--- src/rtl/bridge_slave_arbiter.sv ---
// Two-requester round-robin arbiter onto one bridge command port. An in-order
// tag FIFO remembers which requester issued each read so returns route back.
module bridge_slave_arbiter #(
   parameter int ADDR_W    = 25,
   parameter int DATA_W    = 32,
   parameter int TAG_DEPTH = 64,
   parameter int TAG_PTR_W = 6
) (
   input  logic                 slave_clk,
   input  logic                 slave_reset_n,
   input  logic [ADDR_W-1:0]    m0_address,
   input  logic [3:0]           m0_byteenable,
   input  logic                 m0_read,
   input  logic                 m0_write,
   input  logic [DATA_W-1:0]    m0_writedata,
   output logic                 m0_waitrequest,
   output logic [DATA_W-1:0]    m0_readdata,
   output logic                 m0_readdatavalid,
   input  logic [ADDR_W-1:0]    m1_address,
   input  logic [3:0]           m1_byteenable,
   input  logic                 m1_read,
   input  logic                 m1_write,
   input  logic [DATA_W-1:0]    m1_writedata,
   output logic                 m1_waitrequest,
   output logic [DATA_W-1:0]    m1_readdata,
   output logic                 m1_readdatavalid,
   output logic [ADDR_W-1:0]    br_address,
   output logic [3:0]           br_byteenable,
   output logic                 br_read,
   output logic                 br_write,
   output logic [DATA_W-1:0]    br_writedata,
   input  logic                 br_waitrequest,
   input  logic [DATA_W-1:0]    br_readdata,
   input  logic                 br_readdatavalid,
   output logic [TAG_PTR_W:0]   pend_count,
   output logic                 err_orphan_rdv
);
   typedef enum logic [1:0] {IDLE, LOCK0, LOCK1} state_t;

   localparam logic [TAG_PTR_W:0]   PEND_MAX = (TAG_PTR_W+1)'(TAG_DEPTH);
   localparam logic [TAG_PTR_W:0]   PEND_ONE = (TAG_PTR_W+1)'(1);
   localparam logic [TAG_PTR_W-1:0] PTR_LAST = TAG_PTR_W'(TAG_DEPTH - 1);
   localparam logic [TAG_PTR_W-1:0] PTR_ONE  = TAG_PTR_W'(1);

   state_t               state_q;
   logic                 last_grant_q;
   logic [TAG_PTR_W-1:0] wr_ptr_q, wr_ptr_d;
   logic [TAG_PTR_W-1:0] rd_ptr_q, rd_ptr_d;
   logic [TAG_PTR_W:0]   pend_q, pend_d;
   logic                 err_q;
   logic                 tag_mem [TAG_DEPTH];

   logic [ADDR_W-1:0]    req_addr  [2];
   logic [3:0]           req_be    [2];
   logic [DATA_W-1:0]    req_wdata [2];
   logic [1:0]           req_rd, req_wr, req_any, req_act, granted, req_wait, rdv;
   logic                 pend_full, grant_vld, grant_idx, accept, push, pop, head_tag;

   assign req_addr[0]  = m0_address;
   assign req_addr[1]  = m1_address;
   assign req_be[0]    = m0_byteenable;
   assign req_be[1]    = m1_byteenable;
   assign req_wdata[0] = m0_writedata;
   assign req_wdata[1] = m1_writedata;
   assign req_rd       = {m1_read, m0_read};
   assign req_wr       = {m1_write, m0_write};

   assign pend_full = (pend_q == PEND_MAX);
   assign pop       = br_readdatavalid & (pend_q != '0);
   assign head_tag  = tag_mem[rd_ptr_q];

   genvar gi;
   generate
      for (gi = 0; gi < 2; gi++) begin : g_req
         assign req_any[gi]  = req_rd[gi] | req_wr[gi];
         // A read cannot win arbitration while the tag FIFO is full.
         assign req_act[gi]  = req_wr[gi] | (req_rd[gi] & ~pend_full);
         assign granted[gi]  = grant_vld & (grant_idx == 1'(gi));
         assign req_wait[gi] = req_any[gi] &
                               (~granted[gi] | br_waitrequest | (req_rd[gi] & pend_full));
         assign rdv[gi]      = pop & (head_tag == 1'(gi));
      end
   endgenerate

   always_comb begin
      grant_vld = 1'b0;
      grant_idx = 1'b0;
      if (slave_reset_n) begin
         unique case (state_q)
            LOCK0: begin grant_vld = 1'b1; grant_idx = 1'b0; end
            LOCK1: begin grant_vld = 1'b1; grant_idx = 1'b1; end
            default: begin
               grant_vld = |req_act;
               grant_idx = (&req_act) ? ~last_grant_q : req_act[1];
            end
         endcase
      end
   end

   assign br_read       = grant_vld & req_rd[grant_idx] & ~pend_full;
   assign br_write      = grant_vld & req_wr[grant_idx];
   assign br_address    = grant_vld ? req_addr[grant_idx]  : '0;
   assign br_byteenable = grant_vld ? req_be[grant_idx]    : '0;
   assign br_writedata  = grant_vld ? req_wdata[grant_idx] : '0;

   assign accept = (br_read | br_write) & ~br_waitrequest;
   assign push   = accept & br_read;

   assign m0_waitrequest   = req_wait[0];
   assign m1_waitrequest   = req_wait[1];
   assign m0_readdatavalid = rdv[0];
   assign m1_readdatavalid = rdv[1];
   assign m0_readdata      = br_readdata;
   assign m1_readdata      = br_readdata;
   assign pend_count       = pend_q;
   assign err_orphan_rdv   = err_q;

   always_comb begin
      wr_ptr_d = wr_ptr_q;
      rd_ptr_d = rd_ptr_q;
      pend_d   = pend_q;
      if (push) wr_ptr_d = (wr_ptr_q == PTR_LAST) ? '0 : wr_ptr_q + PTR_ONE;
      if (pop)  rd_ptr_d = (rd_ptr_q == PTR_LAST) ? '0 : rd_ptr_q + PTR_ONE;
      if (push & ~pop)      pend_d = pend_q + PEND_ONE;
      else if (pop & ~push) pend_d = pend_q - PEND_ONE;
   end

   always_ff @(posedge slave_clk) begin
      if (push) tag_mem[wr_ptr_q] <= grant_idx;
   end

   always_ff @(posedge slave_clk or negedge slave_reset_n) begin
      if (!slave_reset_n) begin
         state_q      <= IDLE;
         last_grant_q <= 1'b1;
         wr_ptr_q     <= '0;
         rd_ptr_q     <= '0;
         pend_q       <= '0;
         err_q        <= 1'b0;
      end else begin
         wr_ptr_q <= wr_ptr_d;
         rd_ptr_q <= rd_ptr_d;
         pend_q   <= pend_d;
         if (br_readdatavalid && pend_q == '0) err_q <= 1'b1;
         if (accept) last_grant_q <= grant_idx;
         unique case (state_q)
            IDLE: begin
               if (grant_vld && br_waitrequest)
                  state_q <= grant_idx ? LOCK1 : LOCK0;
            end
            // A locked requester that withdraws its request releases the lock.
            LOCK0: if (accept || !req_any[0]) state_q <= IDLE;
            LOCK1: if (accept || !req_any[1]) state_q <= IDLE;
            default: state_q <= IDLE;
         endcase
      end
   end
endmodule

--- config.mk ---
export PLATFORM = sky130hd
export DESIGN_NAME = bridge_slave_arbiter
export DESIGN_NICKNAME = d
export VERILOG_FILES = /design/src/rtl/bridge_slave_arbiter.sv
export SDC_FILE = /design/constraint.sdc
export NUM_CORES = 1
export LEC_CHECK = 0
export ABC_AREA = 0
export CAP_MARGIN = 5
export CORE_MARGIN = 2
export CORE_UTILIZATION = 40
export DETAILED_ROUTE_END_ITERATION = 8
export PLACE_DENSITY = 0.81
export SYNTH_ARGS = -nofsm -noshare
export SYNTH_HDL_FRONTEND = slang
export SYNTH_SLANG_ARGS = --single-unit
--- constraint.sdc ---
create_clock -name slave_clk -period 5.3 [get_ports slave_clk]
set_clock_uncertainty 0.1 [all_clocks]
set_input_delay 1.325 -clock slave_clk [delete_from_list [all_inputs] [get_ports slave_clk]]
set_output_delay 1.325 -clock slave_clk [all_outputs]
set_load 0.02 [all_outputs]
### After elaboration in Yosys (flattened, before gate mapping)

Memories as Yosys holds them, arrays and structs flattened.
Cells that the tools add are included.

| cells by class | value |
|---|---|
| mux-type cells | 32 |
| bitwise logic cells | 37 |
| add/sub/neg operators | 4 |
| eq/ne operators | 8 |
| multiply operators | 0 |
| shifts and indexed selects | 0 |
| reduce and logical (&&, ||, !) cells | 14 |
| magnitude comparators | 2 |
| divide/modulo/power cells | 0 |

Operators with widths:

| cell | number |
|---|---|
| 32-bit two-way mux | 4 |
| 25-bit two-way mux | 4 |
| 1-bit AND | 18 |
| 4-bit two-way mux | 4 |
| 7-bit two-way mux | 2 |
| 6-bit by 1-bit adder with 6-bit output (second input constant) | 2 |
| 6-bit equality test (second input constant) | 2 |
| 6-bit two-way mux | 2 |
| 1-bit two-way mux | 10 |
| 1-bit inverter | 9 |
| 1-bit bitwise OR | 9 |
| 2-bit two-way mux | 4 |
| 7-bit by 1-bit adder with 7-bit output (second input constant) | 1 |
| 7-bit equality test (second input constant) | 1 |
| 7-bit logical NOT | 1 |
| 7-bit nonzero test | 1 |
| 7-bit by 1-bit subtractor with 7-bit output (second input constant) | 1 |
| 2-bit != test (second input constant) | 3 |
| 2-bit case mux with 3 select lines | 1 |
| 2-bit OR reduction | 2 |
| 3-bit AND reduction | 1 |
| 2-bit by 1-bit equality test with 1-bit output (second input constant) | 1 |
| 2-bit equality test (second input constant) | 1 |
| 2-bit >= comparator (second input constant) | 1 |
| 9 further kinds | 12 |

| storage, ports and cells | value |
|---|---|
| input port bits | 162 |
| bits in registers | 23 |
| bits in writable memories | 64 |
| ROM bits | 0 |
| bits in latches | 0 |
| output and inout bits | 139 |
| memories kept | 1 |

Memory list:

| memory | depth | width | rd ports | clocked after memory_dff | write ports | line | text |
|---|---|---|---|---|---|---|---|
| tag_mem | 64 | 1 | 1 | 0 | 1 | 51 | `logic tag_mem [TAG_DEPTH];` |

### Depth between registers and ports, before layout

Gate-level depths: netlist of the first run.

| depth | value |
|---|---|
| depth in word-level cells | 19 |
| gate-level depth with buffers | 15 |
| gate-level depth less buffers | 15 |

### Worst setup path before layout of the first run

OpenSTA, ideal clock, no wires.

| timing | value |
|---|---|
| path type | input to output |
| start point | in m1_read |
| end point | out br_write |
| setup slack | 241 ps |
| data required time | 3,875 ps |
| arrival time | 3,634 ps |
| cell stages on the path | 4 |
| path buffers | 1 |
| cells stage by stage | a21bo_1 a211oi_2 clkbuf_1 o21ai_0 |

| on the way | value |
|---|---|
| cells in the longest elaborated chain, start to end | 9 |
| elaborated cells between the ends (all ways) | 12 |
| those cells by class | mux: 7; bitwise: 3; reduce/logical: 2 |

RTL lines:

| element | line | text |
|---|---|---|
| start: declaration | 21 | `input logic m1_read,` |
| 1-bit AND * | 77 | `assign req_act[gi] = req_wr[gi] \| (req_rd[gi] & ~pend_full);` |
| 1-bit bitwise OR * | 77 |  |
| 2-bit AND reduction | 94 | `grant_idx = (&req_act) ? ~last_grant_q : req_act[1];` |
| 1-bit two-way mux * | 94 |  |
| 1-bit case mux with 2 select lines * | 89 | `unique case (state_q)` |
| 1-bit two-way mux * | 88 | `if (slave_reset_n) begin` |
| named net grant_idx | 57 | `logic pend_full, grant_vld, grant_idx, accept, push, pop, head_tag;` |
| 1-bit two-way mux (implied by the code) * (2 in a row) | 101 | `assign br_write = grant_vld & req_wr[grant_idx];` |
| 1-bit AND * | 101 |  |
| end: declaration | 30 | `output logic br_write,` |

Mark *: on every way through the listed nets, which the timed path passes. The rest lies on a longest branch. The select of a mux whose other input is x is not followed.

### Worst setup path after layout of the first run

| timing | value |
|---|---|
| start point | in m0_read |
| end point | out br_writedata[20] |

| on the way | value |
|---|---|
| cells in the longest elaborated chain, start to end | 11 |
| elaborated cells between the ends (all ways) | 14 |
| those cells by class | mux: 9; bitwise: 3; reduce/logical: 2 |

RTL lines:

| element | line | text |
|---|---|---|
| start: declaration | 13 | `input logic m0_read,` |
| 1-bit AND * | 77 |  |
| 1-bit bitwise OR * | 77 |  |
| 2-bit AND reduction | 94 |  |
| 1-bit two-way mux | 94 |  |
| 1-bit case mux with 2 select lines | 89 |  |
| 1-bit two-way mux | 88 |  |
| 1-bit inverter with 2-bit output (implied by the code) | 104 | `assign br_writedata = grant_vld ? req_wdata[grant_idx] : '0;` |
| 32-bit two-way mux (implied by the code) (3 in a row) | 104 |  |
| 32-bit two-way mux * | 104 |  |
| end: declaration | 31 | `output logic [DATA_W-1:0] br_writedata,` |

Every way passes the cells marked *; elsewhere a longest branch is shown, timed or not. The select of a mux whose other input is x is not followed.

==> metrics.md, run 1 <==
| Metric | Value |
|---|---|
| Gate Count Post-Synth | 531 |
| WL/cell | 26.1 um |
| R2R depth | 14 |
| Min Tclk post-route | between 5000 and 6000 ps |
| Met2 wire len | slightly above 10000 um |
| Commonest non-fill, non-tap cell in the layout | clkdlybuf4s50_1 |
| Post-Syn Nets | roughly 700 |
| Most frequent cells in the layout | 201 x clkdlybuf4s50_1, 66 x nor3_1, 64 x edfxtp_1 |
| Flop and latch count out of synthesis | between 80 and 90 |
| Number of buffers added on ports | around 200 |
| Clock Path Buffers | 2 |
| Switching portion of total power | between 40 and 50% |
| Area growth, synth to finish | 35.3% |
| # Max-Cap Violations | 0 |
| Met1 Wirelength | between 9000 and 10000 um |
| Vias/cell | approximately 5.9 |
| Share of layout cells above drive strength 1 | a little over a tenth |
| Final setup vio count | 0 |
| WP data required | 3880 ps |
| Pre-CTS WS | 129 ps |
| CTS sink cnt | between 80 and 90 |
| Combinational fraction of design power | a little under three fifths |
| Cts hold-fix bufs | 0 |
| Leak Pwr | 2.75 nW |
| Die footprint | 15300 um^2 |
| Fin. Hold Viols | 0 |
| Total power draw | approximately 4 mW |
| CTS tree | built |
| RSZ-0062 raised after global routing | no |
| # IOs | 301 |
| Worst hold path class | reg2reg |
| Crit-path slowest cell | clkdlybuf4s50_1 |
| Final WS setup | 109 ps |
| Worst slew margin | 38.3% |
| Initial Utilization | between 40 and 50% |
| FP Rows | 43 |
| Count of cell types in the netlist | between 60 and 70 |
| Clock Pin Slew Worst Setup and Hold Paths | around 60 ps |
| Total CTS buffers | 9 |
| Core box area | ~14000 um^2 |
| Die height | 124 um |
| Skew-Pair Late Insertion Delay | 340 ps |
| Switching pwr | roughly 1.7 mW |
| Tcrit/Tclk final | a little over nine tenths |
| Pint | between 2 and 2.5 mW |
| TritonRoute pass-1 iters | 6 |
| Vias | around 5000 |
| Post-synth EDFFs | 64 |
| Critical register-to-register path startpoint | pend_count[5]$_DFFE_PN0P_ |
| Run status | complete, no violations |
| Worst path cell trace | clkdlybuf4s50_1, nand3b_1, a21oi_1, a211oi_4, buf_12, a22o_1, clkdlybuf4s50_1 |
| H-Tree Level Count | 3 |
| Mean Syn Cell Area | ~11 um^2 |
| Worst Hold Depth | 1 |
| First-pass GRT wire length | around 32000 um |
| Power share of the clock group | between 10 and 15% |
| Arrival time at the worst endpoint | between 3000 and 4000 ps |
| Power per cell area | 516 nW/um^2 |
| Drc violations | 0 |
| Routed met3 length | ~2200 um |
| Routed WL | approximately 22000 um |
| Seq/Total Area, Yosys | 43.5% |
| Top Layer Used | met4 |
| Setup TNS | 0 ps |
| Flop-to-flop setup slack | 920 ps |
| # resized after CTS | 0 |
| Top_reg_cell synth | edfxtp_1 |
| Worst-Margin Slew | a little over 900 ps |
| Most common cell on crit path | clkdlybuf4s50_1 |
| CP endpoint kind | output pin |
| CTS Root Cell | clkbuf_16 |
| GRT Util Overall | 29.2% |
| Initial antenna violation count | 1 |
| WS Path Type | in2out |
| Seq pwr share | 27.9% |
| Nets | 831 |
| CP Launch Type | input pin |
| Final HPWL DP | about 17000 um |
| Peak VDD IR | about 0.24 mV |
| Hold path start | err_orphan_rdv$_DFFE_PN0P_ |
| Total gr overflow | 0 |
| Setup bufs post-CTS | 0 |
| Vias in the first global route | 4962 |
| Fmax | slightly below 0.2 GHz |
| Slew Viols, Final | 0 |
| Antenna Nets Post-Route | 0 |
| Largest net degree at the start of global routing | 67 |
| Reg2reg end | pend_count[5]$_DFFE_PN0P_ |
| Synth async-reset ratio | 26.4% |
| Initial DRC Count | 543 |
| Yosys warns | 0 |
| Worst Hold Path EP | err_orphan_rdv$_DFFE_PN0P_ |
| Synthesized cell area | about 5700 um^2 |
| GP Congestion | about 1 |
| Worst path max stage delay | 640 ps |
| Maximum fanout along the worst path | 49 |
| Die width | around 120 um |
==> routing by layer <==
layer | GRT usage (%) | vias to the layer above
met5 | 0 | -
met4 | 6.61 | 0
met3 | 7.97 | 20
met2 | 46.4 | 301
met1 | 39.9 | 2424
li1 | - | 2215
==> metrics by stage <==
step	hold slack, ps	area (um^2)	instances	utilization [%]
2_1_floorplan	355	5740	531	-
3_3_place_gp	354	7490	826	53.8
3_5_place_dp	381	7490	826	53.8
4_1_cts	394	7760	841	55.7
5_1_grt	404	7770	842	55.7
6_report	388	7770	843	55.8
==> area by class of cell <==
| cell class | instances | area, um^2 |
|---|---|---|
| Inverter | 12 | 45.0 |
| Antenna cell | 2 | 5.00 |
| Tap cell | 180 | 225 |
| Clock inverter | 6 | 46.3 |
| Timing Repair Buffer | 221 | 2190 |
| Clock buffer | 9 | 225 |
| Fill cell | 1140 | 6170 |
| Sequential cell | 87 | 2500 |
| Multi-Input combinational cell | 326 | 2540 |
==> worst max path at each step <==
stage                             start                         to  slack [ps]  depth (start not counted)
after global placement          m0_read           br_writedata[21]         180                          7
final                           m0_read           br_writedata[20]         110                          7
after CTS                 slave_reset_n           br_writedata[21]         150                          7
after detailed placement        m0_read  pend_count[6]$_DFFE_PN0P_         130                         15
after floorplan                 m1_read                   br_write         240                          4
after global routing      slave_reset_n           br_writedata[21]          50                          7
==> Yosys cell counts (4+ instances only) <==
cell	n	area share [%]
or3_1	6	0.65
inv_1	10	0.65
o21ai_0	12	1.0
nand2_1	24	1.6
a21oi_1	13	1.1
clkbuf_1	18	1.2
nand3b_1	7	0.92
edfxtp_1	64	33
buf_2	10	0.87
dfrtp_1	22	9.6
a22o_1	61	9.3
nand3_1	12	1.0
xnor2_1	6	0.92
and3_1	4	0.44
o211ai_1	4	0.52
buf_4	71	9.3
mux4_2	14	5.5
mux2i_1	14	2.4
nor2_1	13	0.85
nor3_1	66	5.8
buf_1	7	0.46
mux2_2	6	1.2
ha_1	11	2.4
==> power groups by stage <==
stage	Clock, mW	Sequential (mW)	Combinational, mW
floorplan	0	1.04	1.47
detailed placement	0	1.13	2.26
global route	0.623	1.13	2.44
finish	0.589	1.12	2.30
global placement	0	1.12	2.24
CTS	0.593	1.11	2.29
==> registers in the layout (all words and copies together) (netlist names) <==
signal / count
last_grant_q: 1
err_orphan_rdv: 1
rd_ptr_q: 6
wr_ptr_q: 6
pend_count: 7
tag_mem: 64
state_q: 2
==> critical path: cells and delay by family <==
kind	cells	cell delay [ps]
AOI/OAI and AO/OA	3	810
buffers and inverters	3	1460
and+or+nand+nor	1	140
==> logic make-up after synthesis <==
family / Yosys count / share of synthesized area (%)
AOI/OAI and AO/OA: 121 / 16.7
muxes: 35 / 9.37
xor gates and xnor gates: 9 / 1.37
adders and majority gates: 12 / 2.75
buffers and inverters: 118 / 12.6
DFF: 87 / 43.5
and+or+nand+nor: 149 / 13.7
Note: power is estimated with default switching activity, not from simulation.
==> run 2, diff against run 1 <==
--- a/config.mk
+++ b/config.mk
@@ -7,7 +7,6 @@
 export LEC_CHECK = 0
 export ABC_AREA = 0
 export CAP_MARGIN = 5
-export CORE_MARGIN = 2
 export CORE_UTILIZATION = 40
 export DETAILED_ROUTE_END_ITERATION = 8
 export PLACE_DENSITY = 0.81
==> metrics.md, run 2 (synthesis results as in run 1) <==
| Metric | Value |
|---|---|
| CTS sink cnt | 87 (unchanged) |
| Commonest non-fill, non-tap cell in the layout | clkdlybuf4s50_1 (unchanged) |
| Arrival time at the worst endpoint | 3790 ps (was 3770 ps) |
| Most common cell on crit path | clkdlybuf4s50_1 (unchanged) |
| Worst-Margin Slew | 955 ps (was 926 ps) |
| Number of buffers added on ports | 204 (unchanged) |
| # resized after CTS | 0 (unchanged) |
| Peak VDD IR | 0.227 mV (was 0.244 mV) |
| Largest net degree at the start of global routing | 67 (unchanged) |
| GP Congestion | 0.968 (was 0.992) |
| Dpl cells | 824 (was 826) |
| Final HPWL DP | 17100 um (was 17000 um) |
| Worst hold slack | 368 ps (was 388 ps) |
| CP Launch Type | input pin (unchanged) |
| # Max-Cap Violations | 0 (unchanged) |
| Placement Cell Area | 7510 um^2 (was 7490 um^2) |
| Total gr overflow | 0 (unchanged) |
| CTS Root Cell | clkbuf_16 (unchanged) |
| Initial antenna violation count | 4 (was 1) |
| Fmax | 0.192 GHz (was 0.193 GHz) |
| H-Tree Level Count | 3 (unchanged) |
| Fin. Hold Viols | 0 (unchanged) |
| Largest reg by FF count | tag_mem (unchanged) |
| Most frequent cells in the layout | 201 x clkdlybuf4s50_1, 66 x nor3_1, 64 x edfxtp_1 (unchanged) |
| GRT Util Overall | 30.4% (was 29.2%) |
| Worst path cell trace | clkdlybuf4s50_1, nand3b_1, a21oi_1, a211oi_4, buf_4, nor2_4, buf_12, a22o_1, clkdlybuf4s50_1 (was clkdlybuf4s50_1, nand3b_1, a21oi_1, a211oi_4, buf_12, a22o_1, clkdlybuf4s50_1) |
| Drc violations | 0 (unchanged) |
| WS Path Type | in2out (unchanged) |
| # IOs | 301 (unchanged) |
| Share of layout cells above drive strength 1 | 9.88% (was 10.4%) |
| Setup bufs post-CTS | 0 (unchanged) |
| Worst hold path class | reg2reg (unchanged) |
| Nets | 829 (was 831) |
| Worst path max stage delay | 640 ps (about the same) |
| Vias/cell | 5.90 (was 5.88) |
| Run status | complete, no violations (unchanged) |
| Max reg flops | 64 (unchanged) |
| CTS tree | built (unchanged) |
| Final cell count without fillers | 843 (unchanged) |
| Seq. cell area | 2500 um^2 (unchanged) |
| Min Tclk post-route | 5210 ps (was 5190 ps) |
| Crit path max-delay family | buffers and inverters (unchanged) |
| Power per cell area | 521 nW/um^2 (was 516 nW/um^2) |
| Final setup vio count | 0 (unchanged) |
| Clock Path Buffers | 2 (unchanged) |
| Vias in the first global route | 4964 (was 4962) |
| Slew Viols, Final | 0 (unchanged) |
| Skew-Pair Late Insertion Delay | 340 ps (about the same) |
| Crit-path slowest cell | clkdlybuf4s50_1 (unchanged) |
| Leak Pwr | 2.76 nW (was 2.75 nW) |
| Total CTS buffers | 9 (unchanged) |
| First-pass GRT wire length | 31900 um (was 32000 um) |
| WL/cell | 26.2 um (was 26.1 um) |
| Initial Utilization | 41.2% (unchanged) |
| Initial DRC Count | 383 (was 543) |
| Area occupied by multi-input gates | 2540 um^2 (unchanged) |
| Maximum fanout along the worst path | 43 (was 49) |
| WP buf/inv | 4 (was 3) |
| Die footprint | 14800 um^2 (was 15300 um^2) |
| RSZ-0062 raised after global routing | no (unchanged) |
| Worst slew margin | 36.3% (was 38.3%) |
| Fillers | 1123 (was 1140) |
| WP data required | 3880 ps (about the same) |
| Antenna Nets Post-Route | 0 (unchanged) |
| Tcrit/Tclk final | 98.3% (was 97.9%) |
| Routed WL | 22100 um (was 22000 um) |
| Core box area | 13900 um^2 (unchanged) |
| Cts hold-fix bufs | 0 (unchanged) |
| Die width | 122 um (was 124 um) |
| Vias | 4976 (was 4960) |
| Final instance area | 7810 um^2 (was 7770 um^2) |
| Area growth, synth to finish | 36.0% (was 35.3%) |
| Clock Pin Slew Worst Setup and Hold Paths | 60 ps (about the same) |
| TritonRoute pass-1 iters | 5 (was 6) |
| FP Rows | 43 (unchanged) |
| Die height | 122 um (was 124 um) |
| Setup TNS | 0 ps (unchanged) |
| CP endpoint kind | output pin (unchanged) |
==> run 2: cell types whose count changed in the layout (fill, tap and decap cells not counted), sizes merged <==
cell	before	now
buf	20	18
bufinv	0	1
clkinv	4	3
diode	2	5
inv	13	12
==> run 2: stage by stage <==
| step | utilization [%] | setup WS [ps] | total power, mW |
|---|---|---|---|
| 2_1_floorplan | - | 241 | 2.51 |
| 3_3_place_gp | 53.9 | 136 | 3.37 |
| 3_5_place_dp | 53.9 | 57.7 | 3.42 |
| 4_1_cts | 56.0 | 77.2 | 4.06 |
| 5_1_grt | 56.0 | 7.20 | 4.26 |
| 6_report | 56.1 | 88.8 | 4.07 |
==> run 2: cell type report <==
cell class	instances	share of cell area [%]
well taps	180	2.88
inverters	12	0.577
flip-flops and latches	87	32.0
multi-input cells	326	32.5
repair buffers	219	28.3
clock buffers	9	2.88
clock inverters	5	0.753
diodes	5	0.160
==> run 2: worst paths after layout <==
check / from / to / slack (ps) / cells after the start
max reg2reg: pend_count[5]$_DFFE_PN0P_ / pend_count[5]$_DFFE_PN0P_ / 780 / 14
max: m0_read / br_writedata[19] / 90 / 9
min: err_orphan_rdv$_DFFE_PN0P_ / err_orphan_rdv$_DFFE_PN0P_ / 370 / 1
min in group asynchronous: slave_reset_n / state_q[1]$_DFFE_PN0P_ / 1310 / 2
max in group asynchronous: slave_reset_n / last_grant_q$_DFFE_PN1P_ / 3550 / 2
min reg2reg: err_orphan_rdv$_DFFE_PN0P_ / err_orphan_rdv$_DFFE_PN0P_ / 370 / 1
==> run 2: where the power goes <==
part	internal, mW	total, mW	leakage (nW)	switching, mW
sequential	0.906	1.10	0.858	0.195
clock	0.360	0.615	0.135	0.254
combinational	1.06	2.35	1.76	1.29
==> run 2: worst register-to-register path: stages, from the launching register on <==
cell and delay, ps:
dfrtp_1 450, nor4_4 620, a21oi_1 210, a211oi_4 320, buf_12 290, mux2_2 400, inv_2 100, ha_1 260
inv_1 180, ha_1 330, a21o_1 180, a21oi_1 280, o21bai_1 140, a2111o_1 430, o221a_2 130
==> run 2: routing by layer <==
metal,up-vias,track usage (%),routed length [um]
met3,22,11.5,2540
met1,2432,39.8,9060
li1,2222,-,-
met4,0,5.48,211
met5,-,0,0
met2,300,48.0,10200
==> run 3, diff against run 2 <==
--- a/config.mk
+++ b/config.mk
@@ -7,9 +7,11 @@
 export LEC_CHECK = 0
 export ABC_AREA = 0
 export CAP_MARGIN = 5
-export CORE_UTILIZATION = 40
+export CORE_AREA = 2 2 116 118
 export DETAILED_ROUTE_END_ITERATION = 8
-export PLACE_DENSITY = 0.81
+export DIE_AREA = 0 0 118 120
+export DONT_BUFFER_PORTS = 1
+export SETUP_SLACK_MARGIN = 0.2
 export SYNTH_ARGS = -nofsm -noshare
 export SYNTH_HDL_FRONTEND = slang
 export SYNTH_SLANG_ARGS = --single-unit
==> metrics.md, run 3 (synthesis results as in run 1) <==
| Metric | Value |
|---|---|
| Run status | complete, no violations (unchanged) |
| Worst setup path startpoint | pend_count[1]$_DFFE_PN0P_ (was m0_read) |
| WS Path Type | reg2out (was in2out) |
| Maximum fanout along the worst path | 90 (was 43) |
| Arrival time at the worst endpoint | 3040 ps (was 3790 ps) |
| GR Layer Usage met2 | 46.8% (was 48.0%) |
| Total CTS buffers | 9 (unchanged) |
| Tcrit/Tclk final | 84.3% (was 98.3%) |
| Most frequent cells in the layout | 66 x nor3_1, 64 x edfxtp_1, 61 x a22o_1 (was 201 x clkdlybuf4s50_1, 66 x nor3_1, 64 x edfxtp_1) |
| Commonest non-fill, non-tap cell in the layout | nor3_1 (was clkdlybuf4s50_1) |
| CP endpoint kind | output pin (unchanged) |
| First-pass GRT wire length | 29600 um (was 31900 um) |
| Worst hold path class | reg2reg (unchanged) |
| Met1 GRT Util | 34.7% (was 39.8%) |
| Initial DRC Count | 460 (was 383) |
| Clock Path Buffers | 2 (unchanged) |
| Skew-Pair Late Insertion Delay | 330 ps (was 340 ps) |
| Crit path max-delay family | compound AO/OA/AOI/OAI gates (was buffers and inverters) |
| Setup TNS | 0 ps (unchanged) |
| Core box area | 13000 um^2 (was 13900 um^2) |
| Antenna Nets Post-Route | 0 (unchanged) |
| Largest reg by FF count | tag_mem (unchanged) |
| Vias in the first global route | 3854 (was 4964) |
| Max reg flops | 64 (unchanged) |
| Drc violations | 0 (unchanged) |
| Slew Viols, Final | 0 (unchanged) |
| Worst path cell trace | nor3b_2, a21oi_1, a211oi_4, buf_4, a22o_1 (was clkdlybuf4s50_1, nand3b_1, a21oi_1, a211oi_4, buf_4, nor2_4, buf_12, a22o_1, clkdlybuf4s50_1) |
| Fmax | 0.224 GHz (was 0.192 GHz) |
| Die footprint | 14200 um^2 (was 14800 um^2) |
| Initial Utilization | 44.2% (was 41.2%) |
| WL/cell | 34.0 um (was 26.2 um) |
| Number of buffers added on ports | 0 (was 204) |
| Core Util, Final | 43.4% (was 56.1%) |
| CTS Root Cell | clkbuf_16 (unchanged) |
| GRT Util Overall | 30.0% (was 30.4%) |
| Worst hold slack | 389 ps (was 368 ps) |
| Area growth, synth to finish | -1.92% (was 36.0%) |
| H-Tree Level Count | 3 (unchanged) |
| # resized after CTS | 0 (unchanged) |
| Cts hold-fix bufs | 0 (unchanged) |
| Die width | 118 um (was 122 um) |
| Total gr overflow | 0 (unchanged) |
| FP Rows | 42 (was 43) |
| Crit-path slowest cell | buf_4 (was clkdlybuf4s50_1) |
| TritonRoute pass-1 iters | 5 (unchanged) |
| Setup bufs post-CTS | 0 (unchanged) |
| Initial antenna violation count | 6 (was 4) |
| Final HPWL DP | 16900 um (was 17100 um) |
| Final setup vio count | 0 (unchanged) |
| Fin. Hold Viols | 0 (unchanged) |
| Hold path start | last_grant_q$_DFFE_PN1P_ (was err_orphan_rdv$_DFFE_PN0P_) |
| Critical register-to-register path startpoint | pend_count[1]$_DFFE_PN0P_ (was pend_count[5]$_DFFE_PN0P_) |
| Share of layout cells above drive strength 1 | 12.5% (was 9.88%) |
| Peak VDD IR | 0.296 mV (was 0.227 mV) |
| Vias | 4162 (was 4976) |
| WP buf/inv | 1 (was 4) |
| WP data required | 3880 ps (about the same) |
| Worst slew margin | 30.9% (was 36.3%) |
| Die height | 120 um (was 122 um) |
| Vias/cell | 6.63 (was 5.90) |
| Worst path max stage delay | 720 ps (was 640 ps) |
| Power per cell area | 597 nW/um^2 (was 521 nW/um^2) |
| Worst-Margin Slew | 1040 ps (was 955 ps) |
| Min Tclk post-route | 4470 ps (was 5210 ps) |
| # IOs | 301 (unchanged) |
| Nets | 618 (was 829) |
| Leak Pwr | 1.91 nW (was 2.76 nW) |
| CP Launch Type | register (was input pin) |
| # Max-Cap Violations | 0 (unchanged) |
| Largest net degree at the start of global routing | 91 (was 67) |
| GR peak layer | met2 (unchanged) |
| CTS tree | built (unchanged) |
| Placement Cell Area | 5360 um^2 (was 7510 um^2) |
| Total power draw | 3.36 mW (was 4.07 mW) |
| Met3 Usage GRT | 18.9% (was 11.5%) |
| RSZ-0062 raised after global routing | no (unchanged) |
| Final instance area | 5630 um^2 (was 7810 um^2) |
| GP Congestion | 1.03 (was 0.968) |
| Routed WL | 21400 um (was 22100 um) |
| CTS sink cnt | 87 (unchanged) |
| Clock Pin Slew Worst Setup and Hold Paths | 60 ps (about the same) |
[run 3: cell count changes in the layout (fill, tap and decap cells not counted)]
cell             previous run  this run
clkinv_2                    0         3
clkinv_4                    1         0
diode_2                     5         3
clkdlybuf4s50_1           201         0
clkbuf_1                    0         1
buf_12                      5         0
bufinv_16                   1         0
buf_4                      13         8
[run 3: worst reg2reg max path: stages (launching register included)]
cell and delay [ps]:
dfrtp_1 530, nor3b_2 460, a21oi_1 200, a211oi_4 360
mux2_2 400, inv_2 100, ha_1 230, inv_1 160
ha_1 360, a21oi_1 80, o21bai_1 250, a21oi_1 120
o311ai_0 460, xor2_1 120
[run 3: power by group]
part           internal, mW  switching [mW]  leakage [nW]
sequential            0.907           0.253         0.858
clock                 0.315           0.257         0.130
combinational         0.547            1.09         0.921
[run 3: worst paths after layout]
check	cells past startpoint	end	slack, ps
worst max-delay path	5	br_writedata[13]	830
worst min-delay path	2	last_grant_q$_DFFE_PN1P_	390
worst max register to register	13	pend_count[6]$_DFFE_PN0P_	1210
worst min register to register	2	last_grant_q$_DFFE_PN1P_	390
max in group asynchronous	0	last_grant_q$_DFFE_PN1P_	4340
min in group asynchronous	0	rd_ptr_q[4]$_DFFE_PN0P_	580
[run 3: area by class of cell]
cell class	instances	area, um^2
well taps	176	220
multi-input cells	326	2540
fillers	1259	7350
inverters	12	45.0
diodes	3	7.51
flip-flops and latches	87	2500
clock buffers	10	229
repair buffers	8	60.1
clock inverters	6	35.0
[run 3: layer usage]
metal  vias up  routed length (um)
li1       1793                   -
met1      2057                7620
met2       281               10200
met3        25                3220
met4         6                 302
met5         -                  31
[run 3: metrics by stage]
stage / std cells / worst slack [ps]
final: 628 / 833
after global routing: 627 / 634
after CTS: 625 / 815
after detailed placement: 609 / 846
after global placement: 609 / 961
after floorplan: 531 / 241
